## src/rtl/lock_dialer_if.sv

```systemverilog
// Signal bundle between lock_dialer and its surroundings: the host
// request/status handshake plus the lock's step commands and feedback.
// The slave modport is the dialer's view; master is the harness/host view.
interface lock_dialer_if #(
    parameter int MSB = 6
);
    // Host side
    logic         start;
    logic         abort;
    logic [MSB:0] comb0;
    logic [MSB:0] comb1;
    logic [MSB:0] comb2;
    logic         busy;
    logic         done;
    logic         success;
    logic         error;

    // Lock side
    logic [MSB:0] position;
    logic         open;
    logic         up;
    logic         down;

    modport slave (
        input  start, abort, comb0, comb1, comb2, position, open,
        output up, down, busy, done, success, error
    );

    modport master (
        output start, abort, comb0, comb1, comb2, position, open,
        input  up, down, busy, done, success, error
    );
endinterface

```

## src/rtl/lock_dialer.sv

```systemverilog
// Dials a three-number combination into the lock one notch at a time:
// clockwise onto comb0, counterclockwise onto comb1, clockwise onto comb2,
// then waits a bounded time for the lock to report open.
module lock_dialer #(
    parameter int MSB       = 6,
    parameter int OPEN_WAIT = 4
) (
    input logic        clock,
    input logic        reset,
    lock_dialer_if.slave bus
);

    localparam int WW = (OPEN_WAIT > 0) ? $clog2(OPEN_WAIT + 1) : 1;

    typedef logic [MSB:0]   pos_t;
    typedef logic [MSB+1:0] cnt_t;
    typedef logic [WW-1:0]  wait_t;

    // One full revolution; stepcnt needs one extra bit to hold it.
    localparam cnt_t  REV      = cnt_t'(1) << (MSB + 1);
    localparam cnt_t  CNT_ONE  = cnt_t'(1);
    localparam wait_t WAIT_ONE = wait_t'(1);
    localparam wait_t WAIT_MAX = wait_t'(OPEN_WAIT);

    typedef enum logic [2:0] {
        S_IDLE,
        S_STEP,
        S_SETTLE,
        S_CHECK,
        S_WAITOPEN,
        S_DONE
    } state_e;

    state_e      state_q,   state_d;
    logic [1:0]  phase_q,   phase_d;
    cnt_t        stepcnt_q, stepcnt_d;
    wait_t       waitcnt_q, waitcnt_d;
    pos_t        tgt0_q,    tgt0_d;
    pos_t        tgt1_q,    tgt1_d;
    pos_t        tgt2_q,    tgt2_d;
    logic        up_q,      up_d;
    logic        down_q,    down_d;
    logic        busy_q,    busy_d;
    logic        done_q,    done_d;
    logic        success_q, success_d;
    logic        error_q,   error_d;

    pos_t        target;

    // Target for the phase currently being dialed.
    always_comb begin
        target = tgt2_q;
        case (phase_q)
            2'd0:    target = tgt0_q;
            2'd1:    target = tgt1_q;
            default: target = tgt2_q;
        endcase
    end

    // Next-state and registered-output computation for the dialing FSM.
    always_comb begin
        // NOTE: every signal gets a default before the case so no path
        // leaves one unassigned, which would otherwise infer a latch.
        state_d   = state_q;
        phase_d   = phase_q;
        stepcnt_d = stepcnt_q;
        waitcnt_d = waitcnt_q;
        tgt0_d    = tgt0_q;
        tgt1_d    = tgt1_q;
        tgt2_d    = tgt2_q;
        success_d = success_q;
        error_d   = error_q;

        case (state_q)
            S_IDLE: begin
                if (bus.start) begin
                    tgt0_d    = bus.comb0;
                    tgt1_d    = bus.comb1;
                    tgt2_d    = bus.comb2;
                    success_d = 1'b0;
                    error_d   = 1'b0;
                    phase_d   = 2'd0;
                    stepcnt_d = '0;
                    state_d   = S_STEP;
                end
            end
            S_STEP: begin
                stepcnt_d = stepcnt_q + CNT_ONE;
                state_d   = S_SETTLE;
            end
            S_SETTLE: begin
                state_d = S_CHECK;
            end
            S_CHECK: begin
                // Match is tested before the revolution limit so that a
                // full 2**(MSB+1)-step revolution still lands successfully.
                if (bus.position == target) begin
                    if (phase_q != 2'd2) begin
                        phase_d   = phase_q + 2'd1;
                        stepcnt_d = '0;
                        state_d   = S_STEP;
                    end else begin
                        waitcnt_d = '0;
                        state_d   = S_WAITOPEN;
                    end
                end else if (stepcnt_q == REV) begin
                    error_d = 1'b1;
                    state_d = S_DONE;
                end else begin
                    state_d = S_STEP;
                end
            end
            S_WAITOPEN: begin
                if (bus.open) begin
                    success_d = 1'b1;
                    state_d   = S_DONE;
                end else if (waitcnt_q == WAIT_MAX) begin
                    error_d = 1'b1;
                    state_d = S_DONE;
                end else begin
                    waitcnt_d = waitcnt_q + WAIT_ONE;
                end
            end
            S_DONE: begin
                state_d = S_IDLE;
            end
            default: begin
                state_d = S_IDLE;
            end
        endcase

        // Abort overrides every transition above, including a CHECK match
        // or a timeout decided in the same cycle; status flags are held.
        if (bus.abort && (state_q != S_IDLE)) begin
            state_d   = S_IDLE;
            success_d = success_q;
            error_d   = error_q;
        end

        // Outputs are decoded from the next state so that, once registered,
        // they line up exactly with the state they belong to.
        up_d   = (state_d == S_STEP) && (phase_d != 2'd1);
        down_d = (state_d == S_STEP) && (phase_d == 2'd1);
        busy_d = (state_d == S_STEP)   || (state_d == S_SETTLE) ||
                 (state_d == S_CHECK)  || (state_d == S_WAITOPEN);
        done_d = (state_d == S_DONE);
    end

    // State and output registers with synchronous reset.
    always_ff @(posedge clock) begin
        // NOTE: sequential state uses non-blocking assignments so every
        // flop samples its pre-edge inputs regardless of statement order.
        if (reset) begin
            state_q   <= S_IDLE;
            phase_q   <= 2'd0;
            stepcnt_q <= '0;
            waitcnt_q <= '0;
            tgt0_q    <= '0;
            tgt1_q    <= '0;
            tgt2_q    <= '0;
            up_q      <= 1'b0;
            down_q    <= 1'b0;
            busy_q    <= 1'b0;
            done_q    <= 1'b0;
            success_q <= 1'b0;
            error_q   <= 1'b0;
        end else begin
            state_q   <= state_d;
            phase_q   <= phase_d;
            stepcnt_q <= stepcnt_d;
            waitcnt_q <= waitcnt_d;
            tgt0_q    <= tgt0_d;
            tgt1_q    <= tgt1_d;
            tgt2_q    <= tgt2_d;
            up_q      <= up_d;
            down_q    <= down_d;
            busy_q    <= busy_d;
            done_q    <= done_d;
            success_q <= success_d;
            error_q   <= error_d;
        end
    end

    assign bus.up      = up_q;
    assign bus.down    = down_q;
    assign bus.busy    = busy_q;
    assign bus.done    = done_q;
    assign bus.success = success_q;
    assign bus.error   = error_q;

endmodule

```

## src/flat_wrapper.sv

```systemverilog
// flat-port wrapper written by rule: the top's interface ports become plain ports
module lock_dialer_flat 
#(
    parameter int MSB       = 6,
    parameter int OPEN_WAIT = 4
)
  (clock, reset, bus_start, bus_abort, bus_comb0, bus_comb1, bus_comb2, bus_position, bus_open, bus_up, bus_down, bus_busy, bus_done, bus_success, bus_error);
  lock_dialer_if #(.MSB(MSB)) bus_i ();
  input logic clock;
  input logic reset;
  input wire logic [$bits(bus_i.start)-1:0] bus_start;
  input wire logic [$bits(bus_i.abort)-1:0] bus_abort;
  input wire logic [$bits(bus_i.comb0)-1:0] bus_comb0;
  input wire logic [$bits(bus_i.comb1)-1:0] bus_comb1;
  input wire logic [$bits(bus_i.comb2)-1:0] bus_comb2;
  input wire logic [$bits(bus_i.position)-1:0] bus_position;
  input wire logic [$bits(bus_i.open)-1:0] bus_open;
  output wire logic [$bits(bus_i.up)-1:0] bus_up;
  output wire logic [$bits(bus_i.down)-1:0] bus_down;
  output wire logic [$bits(bus_i.busy)-1:0] bus_busy;
  output wire logic [$bits(bus_i.done)-1:0] bus_done;
  output wire logic [$bits(bus_i.success)-1:0] bus_success;
  output wire logic [$bits(bus_i.error)-1:0] bus_error;
  assign bus_i.start = bus_start;
  assign bus_i.abort = bus_abort;
  assign bus_i.comb0 = bus_comb0;
  assign bus_i.comb1 = bus_comb1;
  assign bus_i.comb2 = bus_comb2;
  assign bus_i.position = bus_position;
  assign bus_i.open = bus_open;
  assign bus_up = bus_i.up;
  assign bus_down = bus_i.down;
  assign bus_busy = bus_i.busy;
  assign bus_done = bus_i.done;
  assign bus_success = bus_i.success;
  assign bus_error = bus_i.error;
  lock_dialer #(.MSB(MSB), .OPEN_WAIT(OPEN_WAIT)) u_core (.clock(clock), .reset(reset), .bus(bus_i));
endmodule
```

## config.mk

```make
export PLATFORM = sky130hd
export DESIGN_NAME = lock_dialer_flat
export DESIGN_NICKNAME = d
export VERILOG_FILES = /design/src/rtl/lock_dialer_if.sv /design/src/rtl/lock_dialer.sv /design/src/flat_wrapper.sv
export SDC_FILE = /design/constraint.sdc
export NUM_CORES = 1
export LEC_CHECK = 0
export CAP_MARGIN = 20
export CELL_PAD_IN_SITES_DETAIL_PLACEMENT = 0
export CELL_PAD_IN_SITES_GLOBAL_PLACEMENT = 1
export CORE_ASPECT_RATIO = 0.9
export CORE_MARGIN = 5
export CORE_UTILIZATION = 35
export CTS_CLUSTER_SIZE = 24
export DETAILED_ROUTE_END_ITERATION = 16
export GPL_ROUTABILITY_DRIVEN = 0
export PLACE_DENSITY_LB_ADDON = 0.08
export SLEW_MARGIN = 20
export SYNTH_ARGS = -nofsm -noshare
export SYNTH_HDL_FRONTEND = slang
export SYNTH_SLANG_ARGS = --single-unit
```

## constraint.sdc

```tcl
create_clock -name clock -period 2.9 [get_ports clock]
set_clock_uncertainty 0.15 [all_clocks]
set_input_delay 0.58 -clock clock [delete_from_list [all_inputs] [get_ports clock]]
set_output_delay 0.58 -clock clock [all_outputs]
set_load 0.005 [all_outputs]
```

==> flow_summary.ini, run 1 <==
[timing]
post-route-min-period_ns = 2.82
setup-violations-final = 0
hold_slack_ns = 0.314
finalMaxSlewViolations = 0
worst_pin_slew_ns = 0.393
fin_crit_sh_pct = 97.3
hold_viol_final = 0
max_slew_margin_pct = 73.8
tns_ns = 0
fmax_mhz = 354

[power_and_ir_drop]
ir_drop_mv = 0.315
power.density_mw_per_mm2 = 447
leakagePower_nw = 1.12

[die]
io_pins = 39
die_y_um = 85.6
dieArea_mm2 = 0.00805
initial_utilization_pct = 36.2
dieWidth_um = 94.0
core-area_mm2 = 0.00615
rows = 27

[cells_and_area]
fill_cells = 644
fin_area_mm2 = 0.00300
area_growth_pct = 34.7
diodes = 0
seqCellArea_um2 = 865
drive_above_1_share_pct = 15.1
fin_nets = 372
multi_input_area_mm2 = 0.00133

[cts]
path_clk_slew_ns = 0.09
cts_max_level = 2
clk_latency_ns = 0.29
clkSinkCount = 43
cts_buffers = 5
cts-root-buf = clkbuf_8
cts_tree = built
ctsLongestPathBuffers = 2

[synth]
synth_area_leaders = dfxtp_1 39%, a21oi_1 9.2%, nand2_1 8.8%, ha_1 4.5%, nor2_1 3.0%
synthCells = 281
synth_top_area_share_pct = 38.7
syn_nets = 322
ys_seq_elements = 43
ys_warn_count = 0
syn_area_mm2 = 0.00222
synth_cell_types = 46
syn_avg_cell_area_um2 = 7.92
yosysSeqAreaShare_pct = 38.7
synth.largest_area_cell = dfxtp_1

[critical_path]
crit_fanout = 6
start_kind = flop
ff2ff_path_depth = 10
cpPeakStageDelay_ns = 0.48
cp-end-kind = flop
arrival_ns = 2.91
worst_path_max_delay_cell = or3b_2
worstSetupPathType = reg -> reg
cp.required_ns = 2.98
crit_chain = inv_2, ha_4, or3b_2, and3_4, nor4_4, and4_4, a31oi_4, buf_4, or3_1, a21oi_2

[detailed_routing]
wirelength_um = 5720
route.vias.total = 2061
drtAntennaViolNets = 0
first_pass_iters = 4
drt_iter0_drc = 56
drc = 0
vias_per_cell = 4.92
wl_per_cell_um = 13.6

[placed_design]
placed_area_mm2 = 0.00278
portBuffers = 38
dp_hpwl_um = 4030

[global_route]
overflow = 0
antenna_found_initial = 0
grt_use_total_pct = 14.2
grt_pass1_wl_um = 9220
grt_pass1_vias = 1903
grt_max_degree = 29

[min_path]
whs_path_depth = 2
worstHoldPathType = reg -> reg

[flow_run]
cap_violations = 0

[outcome]
status = finished, final reports clean
[metrics by stage]
step	cells	setup slack, ns	util (%)	total power, mW
finish	419	0.0774	48.7	1.34
global route	419	-0.0555	48.7	1.41
CTS	417	0.0182	47.2	1.35
detailed placement	409	-0.0898	45.1	0.858
global placement	409	-0.116	45.1	0.859
floorplan	281	0.143	-	0.758
[where the power goes]
group          switching [mW]  internal [mW]
clock                   0.207          0.279
sequential             0.0181          0.617
combinational           0.104          0.114
[registers in the layout, summed over array words and instances, names as in the netlist, 2 cells and up]
name	cells
u_core.tgt0_q	7
u_core.phase_q	2
u_core.tgt1_q	7
u_core.state_q	3
u_core.tgt2_q	7
u_core.waitcnt_q	3
u_core.stepcnt_q	8
[cells by family (layout without fill, tap and decap cells)]
| logic type | Yosys count | count (layout) | synth area share [%] |
|---|---|---|---|
| DFF | 43 | 43 | 38.7 |
| buffers and inverters | 26 | 77 | 5.34 |
| adders and majority gates | 8 | 8 | 4.50 |
| AOI/OAI and AO/OA | 78 | 78 | 21.7 |
| xor gates and xnor gates | 2 | 2 | 0.788 |
| muxes | 3 | 3 | 1.35 |
| and+or+nand+nor | 121 | 121 | 27.7 |
[per-layer routing]
metal / track usage, % / routed length (µm) / part of all wire (%) / up-vias
li1: - / - / - / 1089
met5: 0 / 0 / 0 / -
met3: 3.77 / 218 / 3.8 / 5
met1: 21.8 / 3190 / 56 / 930
met4: 3.28 / 39 / 0.68 / 0
met2: 19.3 / 2270 / 40 / 37
[repair_timing]
item / 4_1_cts / 5_1_grt
setup endpoints to repair: 11 / 16
gates resized for setup: 4 / 19
hold buffers: 0 / 0
pin swaps: 1 / 12
setup buffers: 0 / 2
endpoints found under the hold margin: 0 / 0
gates cloned: 0 / 0
[final timing paths]
path	start	endpoint	slack [ns]
hold reg to reg	u_core.tgt0_q[0]	u_core.tgt0_q[0]	0.31
hold / removal	u_core.tgt0_q[0]	u_core.tgt0_q[0]	0.31
setup / recovery	u_core.phase_q[1]	u_core.stepcnt_q[3]	0.08
setup reg to reg	u_core.phase_q[1]	u_core.stepcnt_q[3]	0.08
[synthesized netlist by cell type, drive strengths merged]
| cell type | number |
|---|---|
| or3b | 7 |
| a22o | 2 |
| clkbuf | 11 |
| a22oi | 7 |
| nand3 | 5 |
| o21ba | 1 |
| inv | 10 |
| a221oi | 2 |
| mux2i | 3 |
| nor4 | 3 |
| and4b | 1 |
| o41ai | 2 |
| nor4b | 1 |
| nand2 | 52 |
| o21a | 2 |
| dfxtp | 43 |
| nor3b | 3 |
| buf | 5 |
| or3 | 6 |
| ha | 8 |
| o31ai | 1 |
| nor2 | 18 |
| nor4bb | 1 |
| o211a | 1 |
| a21o | 2 |
| nand2b | 2 |
| a31oi | 2 |
| nor2b | 4 |
| or4 | 1 |
| or2 | 2 |
| o21ai | 11 |
| o2111a | 1 |
| and2 | 3 |
| and3 | 7 |
| or4b | 2 |
| and4 | 1 |
| o22ai | 2 |
| a21oi | 41 |
| a211oi | 1 |
| nor3 | 2 |
| xor2 | 2 |
[cell usage in the layout (no fill, tap or decap), types with 2 or more instances in the layout]
cell             synthesis  layout
a21o_1                   2       2
a21oi_1                 41      39
a21oi_2                  0       2
a221oi_1                 2       2
a22o_1                   2       2
a22oi_1                  7       6
and2_1                   3       3
and3_1                   7       5
and3_4                   0       2
buf_4                    1      18
buf_6                    2       2
clkbuf_8                 0       6
clkdlybuf4s50_1          0      38
dfxtp_1                 43      42
ha_1                     8       6
ha_4                     0       2
inv_1                   10       8
inv_2                    0       2
mux2i_1                  3       3
nand2_1                 52      52
nand2b_1                 2       2
nand3_1                  5       5
nor2_1                  18      18
nor2b_1                  4       4
nor3_1                   2       2
nor3b_1                  3       3
o21a_1                   2       2
o21ai_0                 11      10
o22ai_1                  2       2
o41ai_1                  2       2
or2_2                    2       2
or3_1                    6       6
or3b_1                   6       5
xor2_1                   2       2
[critical path: cells and delay by family, from the launching register on]
| kind | cells | cell delay (ns) |
|---|---|---|
| and+or+nand+nor | 5 | 1.61 |
| DFF | 1 | 0.35 |
| buffers and inverters | 2 | 0.24 |
| AOI/OAI and AO/OA | 2 | 0.23 |
| adders and majority gates | 1 | 0.18 |
[cell type report]
type	count	share of cell area, %
clock buffers	6	2.76
flip-flops and latches	43	28.9
clock inverters	2	1.17
multi-input cells	212	44.2
well taps	87	3.63
inverters	10	1.25
repair buffers	59	18.1
Power figures use the tool's default switching activity.
==> run 2: changes to the inputs <==
SLEW_MARGIN = 10   (was 20)
==> results of run 2 <==
Same layout as run 1: the final DEF is identical, and so are final timing and power.
